<file path="src/rtl/addsub_pkg.sv">
// Shared types and sizing helpers for the chunk-serial adder/subtractor.
//   state_e      : controller states (IDLE, BUSY, DONE)
//   calc_nchunk  : number of CHUNK-wide slices in a WIDTH-bit operand
//   calc_idx_w   : width of the slice index register (at least 1 bit)
package addsub_pkg;

    typedef enum logic [1:0] {
        IDLE = 2'd0,
        BUSY = 2'd1,
        DONE = 2'd2
    } state_e;

    function automatic int calc_nchunk(input int width, input int chunk);
        return width / chunk;
    endfunction

    function automatic int calc_idx_w(input int nchunk);
        return (nchunk > 1) ? $clog2(nchunk) : 1;
    endfunction

endpackage

</file>
<file path="src/rtl/addsub_chunk.sv">
// Combinational CHUNK-bit adder slice.
// Ports:
//   a_i, b_i  : CHUNK-bit slice operands (b already inverted for subtract)
//   cin_i     : carry into the slice
//   sum_o     : CHUNK-bit slice sum
//   cout_o    : carry out of the slice MSB
//   cmsb_o    : carry into the slice MSB (cmsb ^ cout gives signed overflow)
module addsub_chunk #(
    parameter int CHUNK = 4
) (
    input  logic [CHUNK-1:0] a_i,
    input  logic [CHUNK-1:0] b_i,
    input  logic             cin_i,
    output logic [CHUNK-1:0] sum_o,
    output logic             cout_o,
    output logic             cmsb_o
);

    logic [CHUNK:0] total;

    assign total  = {1'b0, a_i} + {1'b0, b_i} + {{CHUNK{1'b0}}, cin_i};
    assign sum_o  = total[CHUNK-1:0];
    assign cout_o = total[CHUNK];
    // Sum bit = a ^ b ^ carry-in, so the carry entering the MSB is recoverable.
    assign cmsb_o = total[CHUNK-1] ^ a_i[CHUNK-1] ^ b_i[CHUNK-1];

endmodule

</file>
<file path="src/rtl/addsub_seq.sv">
// Chunk-serial WIDTH-bit adder/subtractor with valid/ready handshakes.
// One CHUNK-bit slice is added per cycle; the result and flags are presented
// in DONE until the consumer takes them.
// Ports:
//   clk, rst_n          : clock, asynchronous active-low reset
//   in_valid / in_ready : request handshake (a, b, sub, sat sampled on accept)
//   sub                 : 0 = a+b, 1 = a-b
//   a, b                : operands
//   sat                 : saturate on signed overflow (only with ADDSUB_SAT_EN)
//   out_valid/out_ready : result handshake
//   s, cout, ovf, zero, neg : result and status flags
// Build option: define ADDSUB_SAT_EN to add the sat port and clamping.
//
// state | meaning
// IDLE  | ready for a request
// BUSY  | adding one slice per cycle, idx selects the slice
// DONE  | result and flags held until out_ready
module addsub_seq
    import addsub_pkg::*;
#(
    parameter int WIDTH = 16,
    parameter int CHUNK = 4
) (
    input  logic             clk,
    input  logic             rst_n,
    input  logic             in_valid,
    output logic             in_ready,
    input  logic             sub,
`ifdef ADDSUB_SAT_EN
    input  logic             sat,
`endif
    input  logic [WIDTH-1:0] a,
    input  logic [WIDTH-1:0] b,
    output logic             out_valid,
    input  logic             out_ready,
    output logic [WIDTH-1:0] s,
    output logic             cout,
    output logic             ovf,
    output logic             zero,
    output logic             neg
);

    localparam int NCHUNK = calc_nchunk(WIDTH, CHUNK);
    localparam int IDX_W  = calc_idx_w(NCHUNK);
    localparam logic [IDX_W-1:0] LAST_IDX = IDX_W'(NCHUNK - 1);
`ifdef ADDSUB_SAT_EN
    localparam logic [WIDTH-1:0] SMAX = {1'b0, {(WIDTH-1){1'b1}}};
    localparam logic [WIDTH-1:0] SMIN = {1'b1, {(WIDTH-1){1'b0}}};
`endif

    state_e             state_q, state_d;
    logic [WIDTH-1:0]   a_q, a_d, bx_q, bx_d, s_q, s_d;
    logic [IDX_W-1:0]   idx_q, idx_d;
    logic               carry_q, carry_d;
    logic               cout_q, cout_d, ovf_q, ovf_d, zero_q, zero_d, neg_q, neg_d;
`ifdef ADDSUB_SAT_EN
    logic               sat_q, sat_d;
`endif

    logic [CHUNK-1:0]   a_chunk, b_chunk, sum_chunk;
    logic               c_out, c_msb;
    logic [WIDTH-1:0]   s_full;

    addsub_chunk #(.CHUNK(CHUNK)) u_chunk (
        .a_i    (a_chunk),
        .b_i    (b_chunk),
        .cin_i  (carry_q),
        .sum_o  (sum_chunk),
        .cout_o (c_out),
        .cmsb_o (c_msb)
    );

    // Slice select and write-back decoded per index to keep select widths exact.
    always_comb begin
        a_chunk = '0;
        b_chunk = '0;
        s_full  = s_q;
        for (int i = 0; i < NCHUNK; i++) begin
            if (idx_q == IDX_W'(i)) begin
                a_chunk                  = a_q[i*CHUNK +: CHUNK];
                b_chunk                  = bx_q[i*CHUNK +: CHUNK];
                s_full[i*CHUNK +: CHUNK] = sum_chunk;
            end
        end
    end

    always_comb begin
        state_d = state_q;
        a_d     = a_q;
        bx_d    = bx_q;
        s_d     = s_q;
        idx_d   = idx_q;
        carry_d = carry_q;
        cout_d  = cout_q;
        ovf_d   = ovf_q;
        zero_d  = zero_q;
        neg_d   = neg_q;
`ifdef ADDSUB_SAT_EN
        sat_d   = sat_q;
`endif
        case (state_q)
            IDLE: begin
                if (in_valid) begin
                    state_d = BUSY;
                    a_d     = a;
                    bx_d    = b ^ {WIDTH{sub}};
                    carry_d = sub;
                    idx_d   = '0;
`ifdef ADDSUB_SAT_EN
                    sat_d   = sat;
`endif
                end
            end
            BUSY: begin
                s_d     = s_full;
                carry_d = c_out;
                idx_d   = idx_q + 1'b1;
                if (idx_q == LAST_IDX) begin
                    state_d = DONE;
                    cout_d  = c_out;
                    // Last slice holds the word MSB: overflow = carry-in(MSB) ^ carry-out.
                    ovf_d   = c_msb ^ c_out;
`ifdef ADDSUB_SAT_EN
                    if (sat_q && (c_msb ^ c_out)) begin
                        s_d = a_q[WIDTH-1] ? SMIN : SMAX;
                    end
`endif
                    zero_d  = (s_d == '0);
                    neg_d   = s_d[WIDTH-1];
                end
            end
            DONE: begin
                if (out_ready) begin
                    state_d = IDLE;
                end
            end
            default: state_d = IDLE;
        endcase
    end

    always_ff @(posedge clk or negedge rst_n) begin
        if (!rst_n) begin
            state_q <= IDLE;
            a_q     <= '0;
            bx_q    <= '0;
            s_q     <= '0;
            idx_q   <= '0;
            carry_q <= 1'b0;
            cout_q  <= 1'b0;
            ovf_q   <= 1'b0;
            zero_q  <= 1'b0;
            neg_q   <= 1'b0;
`ifdef ADDSUB_SAT_EN
            sat_q   <= 1'b0;
`endif
        end else begin
            state_q <= state_d;
            a_q     <= a_d;
            bx_q    <= bx_d;
            s_q     <= s_d;
            idx_q   <= idx_d;
            carry_q <= carry_d;
            cout_q  <= cout_d;
            ovf_q   <= ovf_d;
            zero_q  <= zero_d;
            neg_q   <= neg_d;
`ifdef ADDSUB_SAT_EN
            sat_q   <= sat_d;
`endif
        end
    end

    assign in_ready  = (state_q == IDLE);
    assign out_valid = (state_q == DONE);
    assign s         = s_q;
    assign cout      = cout_q;
    assign ovf       = ovf_q;
    assign zero      = zero_q;
    assign neg       = neg_q;

endmodule

</file>
<file path="config.mk">
export PLATFORM = sky130hd
export DESIGN_NAME = addsub_seq
export DESIGN_NICKNAME = d
export VERILOG_FILES = /design/src/rtl/addsub_pkg.sv /design/src/rtl/addsub_chunk.sv /design/src/rtl/addsub_seq.sv
export SDC_FILE = /design/constraint.sdc
export NUM_CORES = 1
export LEC_CHECK = 0
export CORE_ASPECT_RATIO = 1.5
export CORE_MARGIN = 5
export CORE_UTILIZATION = 39
export DETAILED_ROUTE_END_ITERATION = 7
export SYNTH_ARGS = -nofsm -noshare
export SYNTH_HDL_FRONTEND = slang
export SYNTH_SLANG_ARGS = --single-unit
</file>
<file path="constraint.sdc">
create_clock -name clk -period 4.4 [get_ports clk]
set_input_delay 1.32 -clock clk [delete_from_list [all_inputs] [get_ports clk]]
set_output_delay 1.32 -clock clk [all_outputs]
set_load 0.03 [all_outputs]
</file>
==> results.md, run 1 <==
* Avg WL per Cell at ~13 um
* Num CTS Buffers at 9
* Fin. Hold Viols at 0
* Worst hold slack at around 470 ps
* Initial core utilization at between 30% and 40%
* Final routed DRC violation total at 0
* Crit path arrival time at roughly 3500 ps
* Global route overflow at 0
* Cts hold-fix bufs at 0
* Slowest CP cell: or4b_1
* Post_cts resized at 0
* Vias in the first global route at about 2200
* Final estimated routing congestion in global placement at ~0.81
* Achievable Freq at slightly above 0.3 GHz
* Most area-consuming cells after synthesis: dfrtp_1 50%, nand2_1 13%, o21ai_0 7.4%, xnor2_1 5.2%, ha_1 3.1%
* Largest net degree at the start of global routing at 40
* CTS Buffer Depth at 2
* Critical path data required time at 4610 ps
* Initial drt markers at about 100
* Mapped Cells at 321
* Max VDD drop at ~310 uV
* CP Max Fanout at 11
* Total core area at just over 0.007 sq mm
* Clock sinks at 57
* Final setup vio count at 0
* Chip height at 114.7 um
* DP Wirelength at 4686 um
* Part of the cycle the worst path needs at 74.92%
* Setup Crit Path Kind: reg -> reg
* # IOs at 59
* Cell variety after synth at 39
* Worst path max stage delay at a little over 500 ps
* Port bufs at between 50 and 60
* Clock-pin slew on the worst setup and hold paths at ~60 ps
* Largest area contributor in the netlist: dfrtp_1
* Worst path cell trace: inv_1 -> ha_1 -> nor2_1 -> a21oi_1 -> nor2_1 -> a21oi_1 -> o21ai_0 -> fa_1 -> inv_1 -> fa_1 -> inv_1 -> or4b_1 -> o21ai_1 -> nor2_1 -> xnor2_1 -> o21ai_1
* Maxcap violations at 0
* Flip-flop and latch count after synthesis at 57
* Worst-Skew Late Latency at ~340 ps
* Layout area overhead at 29.39%
* Fraction of layout cells with a size suffix above 1 at under 10%
* Top delay family on crit path: adder cells
* Horiz. Die Dim at 79.77 um
* Clock tree root driver cell: clkbuf_8
* FFs w/ async S/R, synth at 100.0%
* Total GRT Usage at 14.92%
* Post-synth top area share at 50.09%
* Via count at about 2300
* Hold Crit Class: reg -> reg
* Synthesized cell area at between 0.002 and 0.003 sq mm
* Die Area at 0.009146 sq mm
* Max-slew headroom at 30.25%
* Worst-Margin Slew at 1044 ps
* Core Rows at 38
* Post-CTS Setup Bufs at 0
* First drt pass iteration count at 4
* Post-Syn Area per Cell at 8.871 sq um
* Outcome: finished clean
* First-pass GRT wire length at ~10000 um
* N_diodes at 0
* CTS tree: done
* Post-synth top flop: dfrtp_1
* Crit. End Element: flip-flop
* Pwr Density at 847.1 mW/mm^2
* Final ANT Viol Nets at 0
* Buf+Inv Stages, Crit Path at 3
* Flop2flop setup slack at between 1000 and 1500 ps
* Initial antenna violation count at 0
* Leak Pwr at approximately 0.0017 uW
* Post-Syn Nets at 367
* H-tree depth at 3
* Critical Path Start Type: flip-flop
* YS warnings at 0
* EDFF count, synth at 0
* Fin Clk Skew at 6.567 ps
* # nets final at between 400 and 500
* Fin Setup TNS at 0 ps
* Final Critical Period at ~3300 ps
* Seq/Total Area, Yosys at approximately half
* Total wire length at a little over 6000 um
* RSZ-0062 raised after global routing: no
* Via/cell ratio at 4.725
* Fin. max-slew vios at 0
==> final timing paths <==
path	from	to	depth (start not counted)
setup reg to reg	idx_q[1]	ovf	16
max in group asynchronous	rst_n	s[2]	2
hold reg to reg	s[14]	s[14]	2
hold / removal	s[14]	s[14]	2
min in group asynchronous	rst_n	state_q[1]	1
setup / recovery	idx_q[1]	ovf	16
==> per-stage QoR <==
stage	instance area, sq um	utilization [%]	instances	power (uW)	setup slack (ps)
CTS	3685	51.32	480	3163	1086
detailed placement	3475	48.40	464	2626	1098
floorplan	2848	-	321	2101	1165
global route	3685	51.32	480	3409	794.1
finish	3685	51.32	480	3121	1104
global placement	3475	48.40	464	2586	1157
==> cell families after synthesis <==
kind of cell | synth area share [%]
simple gates | 19.29
compound gates | 14.72
flops | 50.09
buf+inv | 4.569
xor+xnor | 6.151
fa+ha+maj | 4.481
mux | 0.7030
==> worst min-delay path, cell delays in order (launching register included) <==
cell and delay (ps):
dfrtp_1 340, nand2_1 40, o21ai_0 60
==> cells in the final DEF, fill, tap and decap left out, types with 2 or more instances in the layout <==
cell type / n
a21o_1: 4
a21oi_1: 14
a21oi_2: 2
a22oi_1: 3
buf_4: 3
bufinv_16: 2
clkbuf_8: 9
clkdlybuf4s50_1: 57
clkinv_2: 3
dfrtp_1: 57
fa_1: 2
ha_1: 7
inv_1: 9
mux2i_1: 2
nand2_1: 102
nand2b_1: 4
nand3b_1: 2
nor2_1: 14
nor4_1: 3
o21ai_0: 42
o21ai_1: 2
xnor2_1: 17
xor2_1: 3
==> registers in the layout (all words and copies together), names as in the netlist <==
signal and cells:
a_q 16, s 16, carry_q 1, state_q 2, idx_q 2, zero 1, neg 1, bx_q 16
ovf 1, cout 1
==> cell usage after synthesis (3+ instances only) <==
| master | number |
|---|---|
| a22oi_1 | 3 |
| nand2b_1 | 4 |
| ha_1 | 7 |
| a21oi_1 | 14 |
| inv_1 | 9 |
| nand2_1 | 102 |
| o21ai_0 | 42 |
| buf_2 | 5 |
| xor2_1 | 3 |
| a21o_1 | 4 |
| nor2_1 | 14 |
| dfrtp_1 | 57 |
| clkbuf_1 | 8 |
| xnor2_1 | 17 |
| nor4_1 | 3 |
==> layout make-up <==
type | instances | area, sq um
timing repair buffer | 61 | 598.1
inverter | 9 | 33.78
clock buffer | 10 | 127.6
sequential | 57 | 1426
tap | 100 | 125.1
multi-input combinational | 237 | 1291
fill | 699 | 3495
clock inverter | 6 | 82.58
==> layer usage <==
metal	share of wire [%]	wire length (um)	GRT usage, %
met1	42	2623	18.09
met2	51	3168	24.37
met3	4.0	249	2.913
met4	3.0	185	8.794
met5	0	0	0
==> report_power, final <==
group	switching (uW)	total, uW	internal (uW)	leakage, uW
clock network	213	529	316	0.000106
registers	159	929	770	0.000716
logic	1010	1660	657	0.000855
(Power assumes the default switching activity.)
==> inputs of run 2 (changes only) <==
==> constraint.sdc (replaced) <==
create_clock -name clk -period 3.1 [get_ports clk]
set_input_delay 0.93 -clock clk [delete_from_list [all_inputs] [get_ports clk]]
set_output_delay 0.93 -clock clk [all_outputs]
set_load 0.03 [all_outputs]
==> run 2 against run 1 <==
  * Clock-buffer cell count rose by 2
  * First-iteration DRC count shrank 63%
  * Setup slack lost 940 ps
  * Global-route usage down 0.13 points
==> results.md, run 2 (synthesis gave the netlist of run 1 again) <==
* Worst-Margin Slew at 716.8 ps (-326.9 ps)
* Hold path depth at 2 (unchanged)
* Total GRT Usage at 14.80% (-0.13 points)
* Cells after DPL at 476 (+2.6%)
* Max VDD drop at 485.3 uV (+56%)
* Initial antenna violation count at 0 (unchanged)
* Clock sinks at 57 (unchanged)
* Total wire length at 6298 um (+1.2%)
* Post-Layout Cell Count at 496 (+3.3%)
* Worst-Skew Late Latency at 340 ps (about the same)
* Leak Pwr at 0.001768 uW (+5.4%)
* Worst path cell trace: buf_4 -> ha_4 -> buf_6 -> nand3b_1 -> a21oi_1 -> a21oi_1 -> nor2_1 -> a21o_1 -> ha_1 -> a21o_1 -> or4_4 -> o311ai_4 -> nor2_1 -> xnor2_1 -> o21ai_1
* Fin worst setup slack at 160.6 ps (-943.0 ps)
* Met3 Track Usage GR at 2.441% (-0.47 points)
* N_diodes at 0 (unchanged)
* Final setup vio count at 0 (unchanged)
* Initial core utilization at 39.67% (unchanged)
* Horiz. Die Dim at 79.77 um (unchanged)
* Layout area overhead at 36.12%
* CP Max Fanout at 7 (-4)
* Most common cell after layout, fill and taps aside: nand2_1
* Clock-pin slew on the worst setup and hold paths at 60 ps (about the same)
* # nets final at 438 (+4.0%)
* Fin Setup TNS at 0 ps (unchanged)
* DP Wirelength at 4644 um (-0.90%)
* Crit path arrival time at 3140 ps (-370 ps)
* Via count at 2329 (+2.7%)
* Total core area at 0.007179 sq mm (unchanged)
* Fin. max-slew vios at 0 (unchanged)
* Final ANT Viol Nets at 0 (unchanged)
* Crit. End Element: flip-flop
* Met1 Track Usage GR at 16.45% (-1.6 points)
* First drt pass iteration count at 4 (unchanged)
* Chip height at 114.7 um (unchanged)
* Global route overflow at 0 (unchanged)
* Critical path data required time at 3300 ps (-1310 ps)
* Num CTS Buffers at 9 (unchanged)
* Setup Crit Path Kind: reg -> reg
* Final routed DRC violation total at 0 (unchanged)
* Place WS at -42.44 ps (-1140 ps)
* Hold Crit Class: reg -> reg
* Largest net degree at the start of global routing at 58 (+45%)
* Achievable Freq at 0.3402 GHz (+12%)
* Top delay family on crit path: simple AND/OR/NAND/NOR gates
* Fin Clk Skew at 10.71 ps (+4.147 ps)
* Initial drt markers at 39 (-63%)
* Clock tree root driver cell: clkbuf_8
* Core Rows at 38 (unchanged)
* RSZ-0062 raised after global routing: no
* Outcome: finished clean
* Max-slew headroom at 52.21% (+22 points)
* # IOs at 59 (unchanged)
* H-tree depth at 3 (unchanged)
* Vias in the first global route at 2309 (+6.1%)
* Final Critical Period at 2939 ps (-357.0 ps)
* Fin. Hold Viols at 0 (unchanged)
* Worst path max stage delay at 500 ps (about the same)
* CP Depth at 15 (-1)
* Avg WL per Cell at 12.70 um (-2.1%)
* Worst r2r path cells at 15 (-1)
* Met2 Resource Use GR at 26.60% (+2.2 points)
* Cts hold-fix bufs at 0 (unchanged)
* First-pass GRT wire length at 10480 um (+0.66%)
* Final estimated routing congestion in global placement at 0.8373 (+3.9%)
* Part of the cycle the worst path needs at 94.82% (+20 points)
* Buf+Inv Stages, Crit Path at 2 (-1)
* Most frequent cells in the layout: 102 x nand2_1, 57 x clkdlybuf4s50_1, 56 x dfrtp_1
* Critical Path Start Type: flip-flop
* Worst hold slack at 472.3 ps (-2.356 ps)
* Pwr Density at 1237 mW/mm^2 (+46%)
* CTS Buffer Depth at 2 (unchanged)
* CTS tree: done
* Global route hottest layer: met2
* Die Area at 0.009146 sq mm (unchanged)
* Filler instances at 693 (-0.86%)
* Port bufs at 58 (unchanged)
* Via/cell ratio at 4.696 (-0.62%)
* Fraction of layout cells with a size suffix above 1 at 14.14% (+7.8 points)
* Slowest CP cell: or4_4
* Maxcap violations at 0 (unchanged)
[run 2: cell count changes in the layout (fill, tap and decap cells not counted), sizes merged]
cell / previous run / this run
clkinvlp: 1 / 0
bufinv: 2 / 1
buf: 4 / 21
clkbuf: 10 / 12
clkinv: 3 / 2
[run 2: metal layers]
| metal | vias up | wire length [um] |
|---|---|---|
| met1 | 1076 | 2546 |
| met4 | 0 | 170 |
| met2 | 43 | 3385 |
| met5 | - | 0 |
| met3 | 12 | 195 |
| li1 | 1198 | - |
[run 2: final cells by class]
| type | count | area [sq um] | area share (%) |
|---|---|---|---|
| clock buffers | 12 | 155.1 | 4.003 |
| clock inverters | 3 | 40.04 | 1.033 |
| inverters | 9 | 33.78 | 0.8715 |
| multi-input cells | 237 | 1365 | 35.22 |
| flip-flops and latches | 57 | 1428 | 36.83 |
| well taps | 100 | 125.1 | 3.228 |
| repair buffers | 78 | 729.5 | 18.82 |
[run 2: stage by stage]
stage	instance area (sq um)	utilization (%)	total power [uW]
2_1_floorplan	2851	-	2988
3_3_place_gp	3565	49.65	3830
3_5_place_dp	3565	49.65	3880
4_1_cts	3767	52.47	4591
5_1_grt	3876	53.99	5217
6_report	3876	53.99	4794
[run 2: repair_timing]
item,CTS,global route
buffers inserted,0,5
resized for setup,3,21
pin swaps,0,14
endpoints found under the setup margin,1,1
[run 2: final timing paths]
check / end / startpoint / slack (ps)
worst max-delay path: ovf / idx_q[0] / 160
min in group asynchronous: bx_q[11] / rst_n / 720
worst min-delay path: a_q[11] / a_q[11] / 470
max in group asynchronous: idx_q[0] / rst_n / 1880
worst max register to register: ovf / idx_q[0] / 160
worst min register to register: a_q[11] / a_q[11] / 470
[run 2: report_power, final]
part | leakage [uW] | switching [uW] | internal (uW) | total (uW)
clock | 0.000102 | 278 | 408 | 686
combinational | 0.000951 | 1550 | 1250 | 2800
sequential | 0.000715 | 216 | 1090 | 1310
total | 0.00177 | 2040 | 2750 | 4790
[run 2: tightest hold or removal path, delay by kind of cell (launching register included)]
| family | cells | cell delay (ps) |
|---|---|---|
| flops | 1 | 340 |
| simple gates | 2 | 100 |
==> inputs of run 3 (changes only) <==
--- a/config.mk
+++ b/config.mk
@@ -9,6 +9,7 @@
 export CORE_MARGIN = 5
 export CORE_UTILIZATION = 39
 export DETAILED_ROUTE_END_ITERATION = 7
+export PLACE_DENSITY = 0.66
 export SYNTH_ARGS = -nofsm -noshare
 export SYNTH_HDL_FRONTEND = slang
 export SYNTH_SLANG_ARGS = --single-unit
==> constraint.sdc (replaced) <==
create_clock -name clk -period 2.5 [get_ports clk]
set_input_delay 0.75 -clock clk [delete_from_list [all_inputs] [get_ports clk]]
set_output_delay 0.75 -clock clk [all_outputs]
set_load 0.03 [all_outputs]
==> run 3 against run 2 <==
  * The flow now finishes with violations (negative setup slack)
  * Combinational power is 51% higher
  * Critical path depth stayed put
  * Worst hold slack worse by 49 ps
  * Cell area is 6.7% higher
  * Cell count is 3.6% higher
  * Clock skew is 5.6 ps lower
  * Setup slack worse by 660 ps
  * Clock-buffer cell count is 2 higher
  * Fmax is 1.8% lower
  * Register-to-register slack worse by 660 ps
  * Global-route usage is 1.2 points higher
  * Die area stayed put
  * Critical path type unchanged
  * Largest cell class is now multi-input combinational cells
==> results.md, run 3 (synthesis gave the netlist of run 1 again) <==
* Maxcap violations at 0 (unchanged)
* Part of the cycle the worst path needs at 119.8% (+25 points)
* Total core area at 0.007179 sq mm (unchanged)
* Largest net degree at the start of global routing at 41 (-29%)
* Flop2flop setup slack at -490 ps (-660 ps)
* Total wire length at 6853 um (+8.8%)
* Critical Path Start Type: flip-flop
* Post-layout power at 6758 uW (+41%)
* Clock-pin slew on the worst setup and hold paths at 60 ps (about the same)
* # IOs at 59 (unchanged)
* Filler instances at 632 (-8.8%)
* Achievable Freq at 0.3340 GHz (-1.8%)
* Clock sinks at 57 (unchanged)
* First-pass GRT wire length at 11040 um (+5.3%)
* Fin Clk Skew at 5.068 ps (-5.646 ps)
* NetSw at 2893 uW (+42%)
* Final setup vio count at 14 (+14)
* Worst-Margin Slew at 616.2 ps (-100.6 ps)
* Die Area at 0.009146 sq mm (unchanged)
* RSZ-0062 raised after global routing: yes
* Vias in the first global route at 2405 (+4.2%)
* Outcome: finished, violations left
* Internal power at 3866 uW (+40%)
* Sequential share of power at 24.4% (-2.9 points)
* Hold Crit Class: in -> async
* Crit path arrival time at 3200 ps (+60 ps)
* Final Critical Period at 2994 ps (+55.02 ps)
* Worst-Skew Late Latency at 340 ps (about the same)
* Most frequent cells in the layout: 102 x nand2_1, 57 x dfrtp_1, 57 x clkdlybuf4s50_1
* Fin Setup TNS at -3230 ps (-3230 ps)
* Final estimated routing congestion in global placement at 0.8540 (+2.0%)
* Final ANT Viol Nets at 0 (unchanged)
* Num CTS Buffers at 9 (unchanged)
* CP Max Fanout at 7 (unchanged)
* Violated checks: negative setup slack
* Via/cell ratio at 4.698 (about the same)
* Initial antenna violation count at 0 (unchanged)
* Core Rows at 38 (unchanged)
* Max-slew headroom at 58.92% (+6.7 points)
* Fin. Hold Viols at 0 (unchanged)
* DP Wirelength at 5277 um (+14%)
* Pwr Density at 1634 mW/mm^2 (+32%)
* Initial core utilization at 39.67% (unchanged)
* Crit. End Element: flip-flop
* CTS Buffer Depth at 2 (unchanged)
* Max VDD drop at 677.2 uV (+40%)
* CTS tree: done
* Port bufs at 58 (unchanged)
* Most common cell after layout, fill and taps aside: nand2_1
* First drt pass iteration count at 4 (unchanged)
* Global route overflow at 0 (unchanged)
* Setup Crit Path Kind: reg -> reg
* Fin worst setup slack at -494.4 ps (-655.0 ps)
* Final routed DRC violation total at 0 (unchanged)
* Comb pwr share at 62.5% (+4.1 points)
* Worst R2R Start: idx_q[0]
* N_diodes at 0 (unchanged)
* Via count at 2415 (+3.7%)
* Reg-to-Reg End: ovf
* Sw Share at 42.80% (+0.23 points)
* # nets final at 455 (+3.9%)
* Initial drt markers at 80 (+110%)
* Clk network pwr share at 13.1% (-1.2 points)
* Leak Pwr at 0.001899 uW (+7.5%)
* Chip height at 114.7 um (unchanged)
* Clock tree root driver cell: clkbuf_8
* Avg WL per Cell at 13.33 um (+5.0%)
* Worst r2r path cells at 15 (unchanged)
* Worst hold slack at 423.4 ps (-48.96 ps)
* Total GRT Usage at 15.97% (+1.2 points)
* Critical path data required time at 2700 ps (-600 ps)
* H-tree depth at 3 (unchanged)
* Layout area overhead at 45.21%
* Fraction of layout cells with a size suffix above 1 at 20.77% (+6.6 points)
* Fin. max-slew vios at 0 (unchanged)
* Horiz. Die Dim at 79.77 um (unchanged)
==> run 3: cell types whose count changed in the layout (fill, tap and decap cells not counted), moves of 3 or more <==
cell	previous run	this run
buf_4	19	29
o21ai_2	1	8
a21oi_1	13	6
buf_12	0	3
o21ai_0	40	29
a21oi_2	3	8
buf_6	1	5
o21ai_1	3	7
==> run 3: area by class of cell <==
cell class / instances / area [sq um] / area share, %
inverter: 9 / 33.78 / 0.8169
multi-input combinational: 237 / 1433 / 34.64
tap: 100 / 125.1 / 3.026
clock buffer: 14 / 172.7 / 4.175
clock inverter: 2 / 35.03 / 0.8472
sequential: 57 / 1426 / 34.49
timing repair buffer: 95 / 909.6 / 22.00
==> run 3: repair_timing <==
item | CTS | global route
gates cloned | 0 | 0
buffers inserted | 0 | 5
resized for setup | 13 | 30
pin swaps | 2 | 20
endpoints found under the setup margin | 13 | 17
hold buffers | 0 | 0
==> run 3: power groups by stage <==
stage          Combinational [uW]  Clock [uW]  Sequential, uW
2_1_floorplan                1990           0            1830
6_report                     4230         882            1650
4_1_cts                      3790         895            1640
5_1_grt                      4660         949            1710
3_3_place_gp                 3580           0            1650
3_5_place_dp                 3650           0            1660
==> run 3: worst max-delay path by stage <==
stage	start	end	cells after the start
global placement	idx_q[0]	ovf	15
detailed placement	idx_q[1]	ovf	16
floorplan	idx_q[1]	ovf	18
global route	idx_q[0]	ovf	15
finish	idx_q[0]	ovf	15
CTS	idx_q[0]	ovf	16
==> run 3: worst max-delay path, stage by stage (launching register included) <==
cell      delay [ps]
dfrtp_1          400
buf_6            130
ha_4             170
buf_6            130
a21oi_4          150
nor2_2            50
a21oi_2          130
o21ai_2           80
fa_2             360
buf_4            140
a21o_1           200
or4_4            560
o311ai_4          80
nor2_2            60
xnor2_1          150
o21ai_1           70
==> run 3: per-layer routing <==
metal | part of all wire (%) | wire length (um) | track usage [%]
met2 | 49 | 3333 | 25.66
met3 | 5.9 | 405 | 3.937
met1 | 40 | 2746 | 18.60
met5 | 0 | 0 | 0
met4 | 5.4 | 368 | 10.82
==> run 3: through the flow <==
step	setup slack (ps)	instance area (sq um)	cells	utilization [%]
finish	-494.4	4135	514	57.60
global route	-590.2	4135	514	57.60
CTS	-377.5	3994	509	55.63
detailed placement	-383.2	3754	493	52.28
global placement	-324.9	3754	493	52.28
floorplan	-419.8	2908	321	-
